`config.mk`:
```
export PLATFORM = sky130hd
export DESIGN_NAME = adder_pipe_flat
export DESIGN_NICKNAME = d
export VERILOG_FILES = /design/src/rtl/adder_pipe_if.sv /design/src/rtl/adder_pipe.sv /design/src/flat_wrapper.sv
export SDC_FILE = /design/constraint.sdc
export NUM_CORES = 1
export LEC_CHECK = 0
export ABC_AREA = 1
export CORE_MARGIN = 2
export CORE_UTILIZATION = 55
export DETAILED_ROUTE_END_ITERATION = 7
export PLACE_DENSITY = 0.84
export SLEW_MARGIN = 20
export SYNTH_ARGS = -nofsm -noshare
export SYNTH_HDL_FRONTEND = slang
export SYNTH_SLANG_ARGS = --single-unit
```
`constraint.sdc`:
```
create_clock -name clk -period 6.2 [get_ports clk]
set_clock_uncertainty 0.05 [all_clocks]
set_input_delay 0.62 -clock clk [delete_from_list [all_inputs] [get_ports clk]]
set_output_delay 0.62 -clock clk [all_outputs]
set_load 0.05 [all_outputs]
```
`src/rtl/adder_pipe_if.sv`:
```
// Operand/result handshake bundle for adder_pipe: operands and op select flow in,
// result and flags flow out, each side with its own valid/ready pair.
interface adder_pipe_if #(
  parameter int OPERAND_LENGTH = 32
);
  logic [OPERAND_LENGTH-1:0] opd1;
  logic [OPERAND_LENGTH-1:0] opd2;
  logic [3:0]                alu_op_select;
  logic                      carry_in;
  logic                      in_valid;
  logic                      in_ready;
  logic [OPERAND_LENGTH-1:0] adder_result;
  logic                      carry_out;
  logic                      overflow;
  logic                      zero;
  logic                      negative;
  logic                      out_valid;
  logic                      out_ready;

  modport master (
    output opd1, opd2, alu_op_select, carry_in, in_valid, out_ready,
    input  in_ready, adder_result, carry_out, overflow, zero, negative, out_valid
  );

  modport slave (
    input  opd1, opd2, alu_op_select, carry_in, in_valid, out_ready,
    output in_ready, adder_result, carry_out, overflow, zero, negative, out_valid
  );
endinterface

```
`src/rtl/adder_pipe.sv`:
```
// Pipelined add/subtract: the carry chain is cut into STAGES segments, one segment
// resolved per register stage, with valid/ready handshakes on both ends.
module adder_pipe #(
  parameter int OPERAND_LENGTH = 32,
  parameter int STAGES         = 2
) (
  input logic        clk,
  input logic        rst,
  adder_pipe_if.slave bus
);

  if (STAGES < 1 || (OPERAND_LENGTH % STAGES) != 0) begin : g_bad_params
    $error("adder_pipe: OPERAND_LENGTH must be a positive multiple of STAGES >= 1");
  end

  localparam int W   = OPERAND_LENGTH;
  localparam int SEG = OPERAND_LENGTH / STAGES;

  // Stage k holds result bits for segments 0..k, the still-pending operand
  // segments above k, the carry into segment k+1 and a zero-so-far bit.
  typedef struct packed {
    logic         valid;
    logic [W-1:0] res;
    logic [W-1:0] a;
    logic [W-1:0] b;
    logic         carry;
    logic         zero_run;
  } stage_t;

  stage_t stage_q [STAGES];
  stage_t stage_d [STAGES];
  stage_t head;
  stage_t last;
  logic   adv;
  logic   sub;

  assign sub  = bus.alu_op_select[3];
  assign last = stage_q[STAGES-1];
  assign adv  = !last.valid || bus.out_ready;

  always_comb begin
    head.valid    = bus.in_valid;
    head.res      = '0;
    head.a        = bus.opd1;
    head.b        = sub ? ~bus.opd2 : bus.opd2;
    head.carry    = sub ? 1'b1 : bus.carry_in;
    head.zero_run = 1'b1;
  end

  // NOTE: every variable in an always_comb gets a value before any branch or
  // loop reads it, so no path can leave it holding state (no latch inferred).
  always_comb begin
    stage_t     src;
    logic [SEG:0] seg_sum;
    src     = head;
    seg_sum = '0;
    for (int k = 0; k < STAGES; k++) begin
      src     = (k == 0) ? head : stage_q[k-1];
      seg_sum = {1'b0, src.a[k*SEG +: SEG]} + {1'b0, src.b[k*SEG +: SEG]}
              + {{SEG{1'b0}}, src.carry};
      stage_d[k]                    = src;
      stage_d[k].res[k*SEG +: SEG]  = seg_sum[SEG-1:0];
      stage_d[k].carry              = seg_sum[SEG];
      stage_d[k].zero_run           = src.zero_run && (seg_sum[SEG-1:0] == '0);
    end
  end

  // NOTE: sequential state is written with <= so every stage samples the
  // pre-edge value of its predecessor; blocking = here would collapse the pipe.
  always_ff @(posedge clk or posedge rst) begin
    if (rst) begin
      for (int k = 0; k < STAGES; k++) stage_q[k] <= '0;
    end else if (adv) begin
      for (int k = 0; k < STAGES; k++) begin
        // Bubbles only clear the valid bit, so outputs keep their last value.
        if (stage_d[k].valid) stage_q[k] <= stage_d[k];
        else                  stage_q[k].valid <= 1'b0;
      end
    end
  end

  assign bus.in_ready     = adv;
  assign bus.out_valid    = last.valid;
  assign bus.adder_result = last.res;
  assign bus.carry_out    = last.carry;
  assign bus.zero         = last.zero_run;
  assign bus.negative     = last.res[W-1];
  assign bus.overflow     = (last.a[W-1] == last.b[W-1]) && (last.res[W-1] != last.a[W-1]);

  logic unused_bits;
  assign unused_bits = ^{bus.alu_op_select[2:0], last.a[W-2:0], last.b[W-2:0]};

endmodule

```
`src/flat_wrapper.sv`:
```
// flat-port wrapper written by rule: the top's interface ports become plain ports
module adder_pipe_flat 
#(
  parameter int OPERAND_LENGTH = 32,
  parameter int STAGES         = 2
)
  (clk, rst, bus_opd1, bus_opd2, bus_alu_op_select, bus_carry_in, bus_in_valid, bus_out_ready, bus_in_ready, bus_adder_result, bus_carry_out, bus_overflow, bus_zero, bus_negative, bus_out_valid);
  adder_pipe_if #(.OPERAND_LENGTH(OPERAND_LENGTH)) bus_i ();
  input logic clk;
  input logic rst;
  input wire logic [$bits(bus_i.opd1)-1:0] bus_opd1;
  input wire logic [$bits(bus_i.opd2)-1:0] bus_opd2;
  input wire logic [$bits(bus_i.alu_op_select)-1:0] bus_alu_op_select;
  input wire logic [$bits(bus_i.carry_in)-1:0] bus_carry_in;
  input wire logic [$bits(bus_i.in_valid)-1:0] bus_in_valid;
  input wire logic [$bits(bus_i.out_ready)-1:0] bus_out_ready;
  output wire logic [$bits(bus_i.in_ready)-1:0] bus_in_ready;
  output wire logic [$bits(bus_i.adder_result)-1:0] bus_adder_result;
  output wire logic [$bits(bus_i.carry_out)-1:0] bus_carry_out;
  output wire logic [$bits(bus_i.overflow)-1:0] bus_overflow;
  output wire logic [$bits(bus_i.zero)-1:0] bus_zero;
  output wire logic [$bits(bus_i.negative)-1:0] bus_negative;
  output wire logic [$bits(bus_i.out_valid)-1:0] bus_out_valid;
  assign bus_i.opd1 = bus_opd1;
  assign bus_i.opd2 = bus_opd2;
  assign bus_i.alu_op_select = bus_alu_op_select;
  assign bus_i.carry_in = bus_carry_in;
  assign bus_i.in_valid = bus_in_valid;
  assign bus_i.out_ready = bus_out_ready;
  assign bus_in_ready = bus_i.in_ready;
  assign bus_adder_result = bus_i.adder_result;
  assign bus_carry_out = bus_i.carry_out;
  assign bus_overflow = bus_i.overflow;
  assign bus_zero = bus_i.zero;
  assign bus_negative = bus_i.negative;
  assign bus_out_valid = bus_i.out_valid;
  adder_pipe #(.OPERAND_LENGTH(OPERAND_LENGTH), .STAGES(STAGES)) u_core (.clk(clk), .rst(rst), .bus(bus_i));
endmodule
```
==> metrics.md <==
| Metric | Value |
|---|---|
| Status | `finished clean` |
| Initial antenna violation count | `0` |
| Synth Area in Compound Gates | `roughly 7.3%` |
| Setup crit end kind | `flop` |
| # rows | `37` |
| H-tree Lvls | `3` |
| Post-synthesis sequential area ratio | `between 30% and 40%` |
| Req. time, crit path | `between 6 and 7 ns` |
| Antenna fix cells | `0` |
| Initial core utilization | `a little under three fifths` |
| Number of nets in the layout | `slightly below 1000` |
| Clock buffer depth | `2` |
| Vias/cell | `approximately 5.0` |
| Final setup viols | `0` |
| Worst hold path class | `reg2reg` |
| Layout Area Growth over Synthesis | `19.8%` |
| CP Launch Type | `primary input` |
| Syn avg cell area | `~7.2 um^2` |
| Syn Inst Count | `around 790` |
| Sw Pwr | `1.17 mW` |
| Via count | `4980` |
| Synth Register Bits | `88` |
| Worst-Skew Late Latency | `between 0.3 and 0.4 ns` |
| Post-route cell area | `6860 um^2` |
| Die Wd | `around 110 um` |
| Routability Congestion | `0.871` |
| Worst-case reg-to-reg path depth | `11` |
| Layout cells sized above 1 | `under 10%` |
| Simple-Gate Fraction of Synth Area | `29.4%` |
| Most Frequent Cell on Critical Path | `nand2_1` |
| Root Buffer | `clkbuf_8` |
| IO Count | `111` |
| First-pass DRT Iterations | `5` |
| Placed cell areas | `between 6000 and 7000 um^2` |
| Antenna-violating nets left | `0` |
| Final period utilization | `a little under half` |
| Number of CTS-inserted buffers | `9` |
| Register area | `2200 um^2` |
| Combinational Power Share | `between 50% and 60%` |
| Synth warnings | `0` |
| # DRC | `0` |
| Slowest-stage cell, CP | `buf_4` |
| Die height | `between 100 and 150 um` |
| Yosys top cell by area | `dfrtp_1` |
| Critical Path Fanout Max | `33` |
| Post-synth top area share | `roughly two fifths` |
| Fillers | `about 900` |
| Max Slew Vio Count | `0` |
| DR iter-0 viols | `between 200 and 300` |
| CTS tree | `done` |
| DIE AREA | `around 11000 um^2` |
| Hold Vio Cnt, Final | `0` |
| Post-synth net total | `900` |
| Global route overflow | `0` |
| Post-route setup TNS | `0 ns` |
| # resized after CTS | `0` |
| Largest net degree at the start of global routing | `~90` |
| Max frequency | `approximately 0.35 GHz` |
| Post-layout util | `67.1%` |
| Hold-fix buffers, CTS | `0` |
| Worst-path cell chain | `buf_2, buf_4, xnor2_1, fa_1, fa_1, inv_1, nand3_1, nand2_1, nand2_1, nand2_1, nand2_1, nand2_1, nand2_1, nand2_1, nor2_1, nand4_1, nand2_1` |
| Register share of total power | `roughly 34%` |
| Buffers on Ports | `around 110` |
| Cell Area, Synth | `roughly 5700 um^2` |
| XOR/XNOR Fraction of Synth Area | `roughly 5.4%` |
| Int Pwr | `1.34 mW` |
| Pleak | `3.57 nW` |
| Multi-input logic area | `2870 um^2` |
| Largest family of logic cells by synthesized area | `simple AND/OR/NAND/NOR gates` |
| PwrDens | `366 nW/um^2` |
| Drt total wl | `roughly 12000 um` |
| Max Cap Viol | `0` |
| Clock power frac | `~16%` |
| Top cells by area, synth | `dfrtp_1 38%, nand2_1 20%, ha_1 6.6%` |
| RSZ-0062 raised after global routing | `false` |
| Post-synthesis mux area share | `0%` |
| Critical path class | `in2reg` |
| Hold Path Cell Cnt | `2` |
| Slew HR | `48.8%` |
| Max incr delay on CP | `0.47 ns` |
| Net switching fraction of the power | `between 40% and 50%` |
| Post-CTS Setup Inserts | `0` |
| Worst-Margin Slew | `0.768 ns` |
| Post-synthesis adder-cell area fraction | `~8.0%` |
| Hpwl dp | `around 9400 um` |
| Min Clock Period, post-route | `approximately 2.9 ns` |
| DR WL/cell | `12.4 um` |
| First-pass GRT wire length | `21800 um` |
| GRT Total Usage | `between 20% and 30%` |
| CTS clk-pin slew, worst paths | `around 0.10 ns` |
| CORE AREA | `about 10000 um^2` |
| Worst Path Arrival | `3.08 ns` |
| Cell variety after synth | `26` |
| Peak supply drop | `roughly 0.00024 V` |
| Number of global-route vias before repair | `about 4900` |
| CTS sink count | `88` |
-- logic make-up after synthesis --
logic type | count (synthesis)
adder cells (fa/ha/maj) | 34
flip-flops | 88
XOR/XNOR | 35
buffers and inverters | 140
AO/OA/AOI/OAI | 81
AND/OR/NAND/NOR | 415
-- through the flow --
step / worst slack (ns) / hold WS, ns / cells / power (mW)
global placement: 2.77 / 0.402 / 986 / 2.10
global route: 2.96 / 0.455 / 1002 / 2.69
CTS: 3.11 / 0.432 / 1002 / 2.52
finish: 3.33 / 0.432 / 1002 / 2.51
detailed placement: 2.75 / 0.406 / 986 / 2.13
floorplan: 3.25 / 0.392 / 793 / 1.86
-- path summary, 6_finish.rpt --
check                                          startpoint                                       to  slack [ns]
min                        u_core.stage_d[67]$_DFFE_PP0P_   u_core.bus.adder_result[1]$_DFFE_PP0P_        0.43
max                                  bus_alu_op_select[3]           u_core.stage_q[99]$_DFFE_PP0P_        3.33
max reg2reg                u_core.stage_d[18]$_DFFE_PP0P_              u_core.bus.zero$_DFFE_PP0P_        3.65
max in group asynchronous                             rst   u_core.bus.adder_result[8]$_DFFE_PP0P_        4.84
min in group asynchronous                             rst  u_core.bus.adder_result[28]$_DFFE_PP0P_        0.74
min reg2reg                u_core.stage_d[67]$_DFFE_PP0P_   u_core.bus.adder_result[1]$_DFFE_PP0P_        0.43
-- synth_stat cells --
cell type  number
a21oi_1        22
a21oi_2         1
a31oi_1         3
and2_1          1
buf_2           9
buf_4          32
clkbuf_1       12
dfrtp_1        88
fa_1            4
ha_1           30
inv_1          84
inv_2           3
nand2_1       309
nand2_2         9
nand3_1        26
nand3_2         1
nand3b_1       12
nand4_1         5
nor2_1         47
nor3_1          5
o21a_1          1
o21ai_0        52
o21ai_1         1
o21bai_1        1
xnor2_1        20
xor2_1         15
-- critical path, delay by kind of cell --
kind / cells / cell delay [ns]
adders and majority gates: 2 / 0.86
and+or+nand+nor: 11 / 0.76
buffers and inverters: 3 / 0.63
xor gates and xnor gates: 1 / 0.18
-- flip-flops by register name (all words and copies together) (netlist names) --
name / flops
u_core.bus.adder_result: 32
u_core.bus.carry_out: 1
u_core.bus.out_valid: 1
u_core.bus.zero: 1
u_core.last: 2
u_core.stage_d: 49
u_core.stage_q: 2
-- metal layers --
layer | track usage, % | vias to the layer above | share of wire, %
li1 | - | 2565 | -
met1 | 28.1 | 2278 | 42
met2 | 44.1 | 114 | 52
met3 | 3.62 | 23 | 4.2
met4 | 8.18 | 0 | 2.1
met5 | 0 | - | 0
-- cell usage in the layout (no fill, tap or decap) --
cell	synthesis	routed
a21oi_2	1	1
o21ai_0	52	52
nor3_1	5	5
a21oi_1	22	22
nand3b_1	12	12
ha_1	30	30
xnor2_1	20	20
buf_2	9	1
o21bai_1	1	1
nand2_1	309	308
buf_4	32	2
clkinv_4	0	2
fa_1	4	4
dfrtp_1	88	88
nor2_1	47	47
clkdlybuf4s50_1	0	106
and2_1	1	1
clkbuf_8	0	9
nand4_1	5	5
inv_6	0	1
clkinv_2	0	1
nand2_2	9	9
xor2_1	15	15
a31oi_1	3	3
o21ai_1	1	1
inv_1	84	83
inv_8	0	4
nand3_2	1	1
inv_2	3	3
nand2_4	0	1
o21a_1	1	1
nand3_1	26	26
buf_6	0	1
-- layout make-up --
class | count | share of cell area [%]
Sequential cell | 88 | 32.1
Clock inverter | 7 | 1.04
Tap cell | 136 | 2.48
Inverter | 87 | 4.78
Timing Repair Buffer | 110 | 15.9
Clock buffer | 9 | 1.81
Multi-Input combinational cell | 565 | 41.9
-- power groups by stage --
| stage | logic (mW) | registers [mW] | clock network (mW) |
|---|---|---|---|
| floorplan | 1.02 | 0.840 | 0 |
| global placement | 1.25 | 0.846 | 0 |
| detailed placement | 1.28 | 0.850 | 0 |
| CTS | 1.28 | 0.839 | 0.396 |
| global route | 1.41 | 0.860 | 0.423 |
| finish | 1.28 | 0.841 | 0.389 |
(Power assumes the default switching activity.)
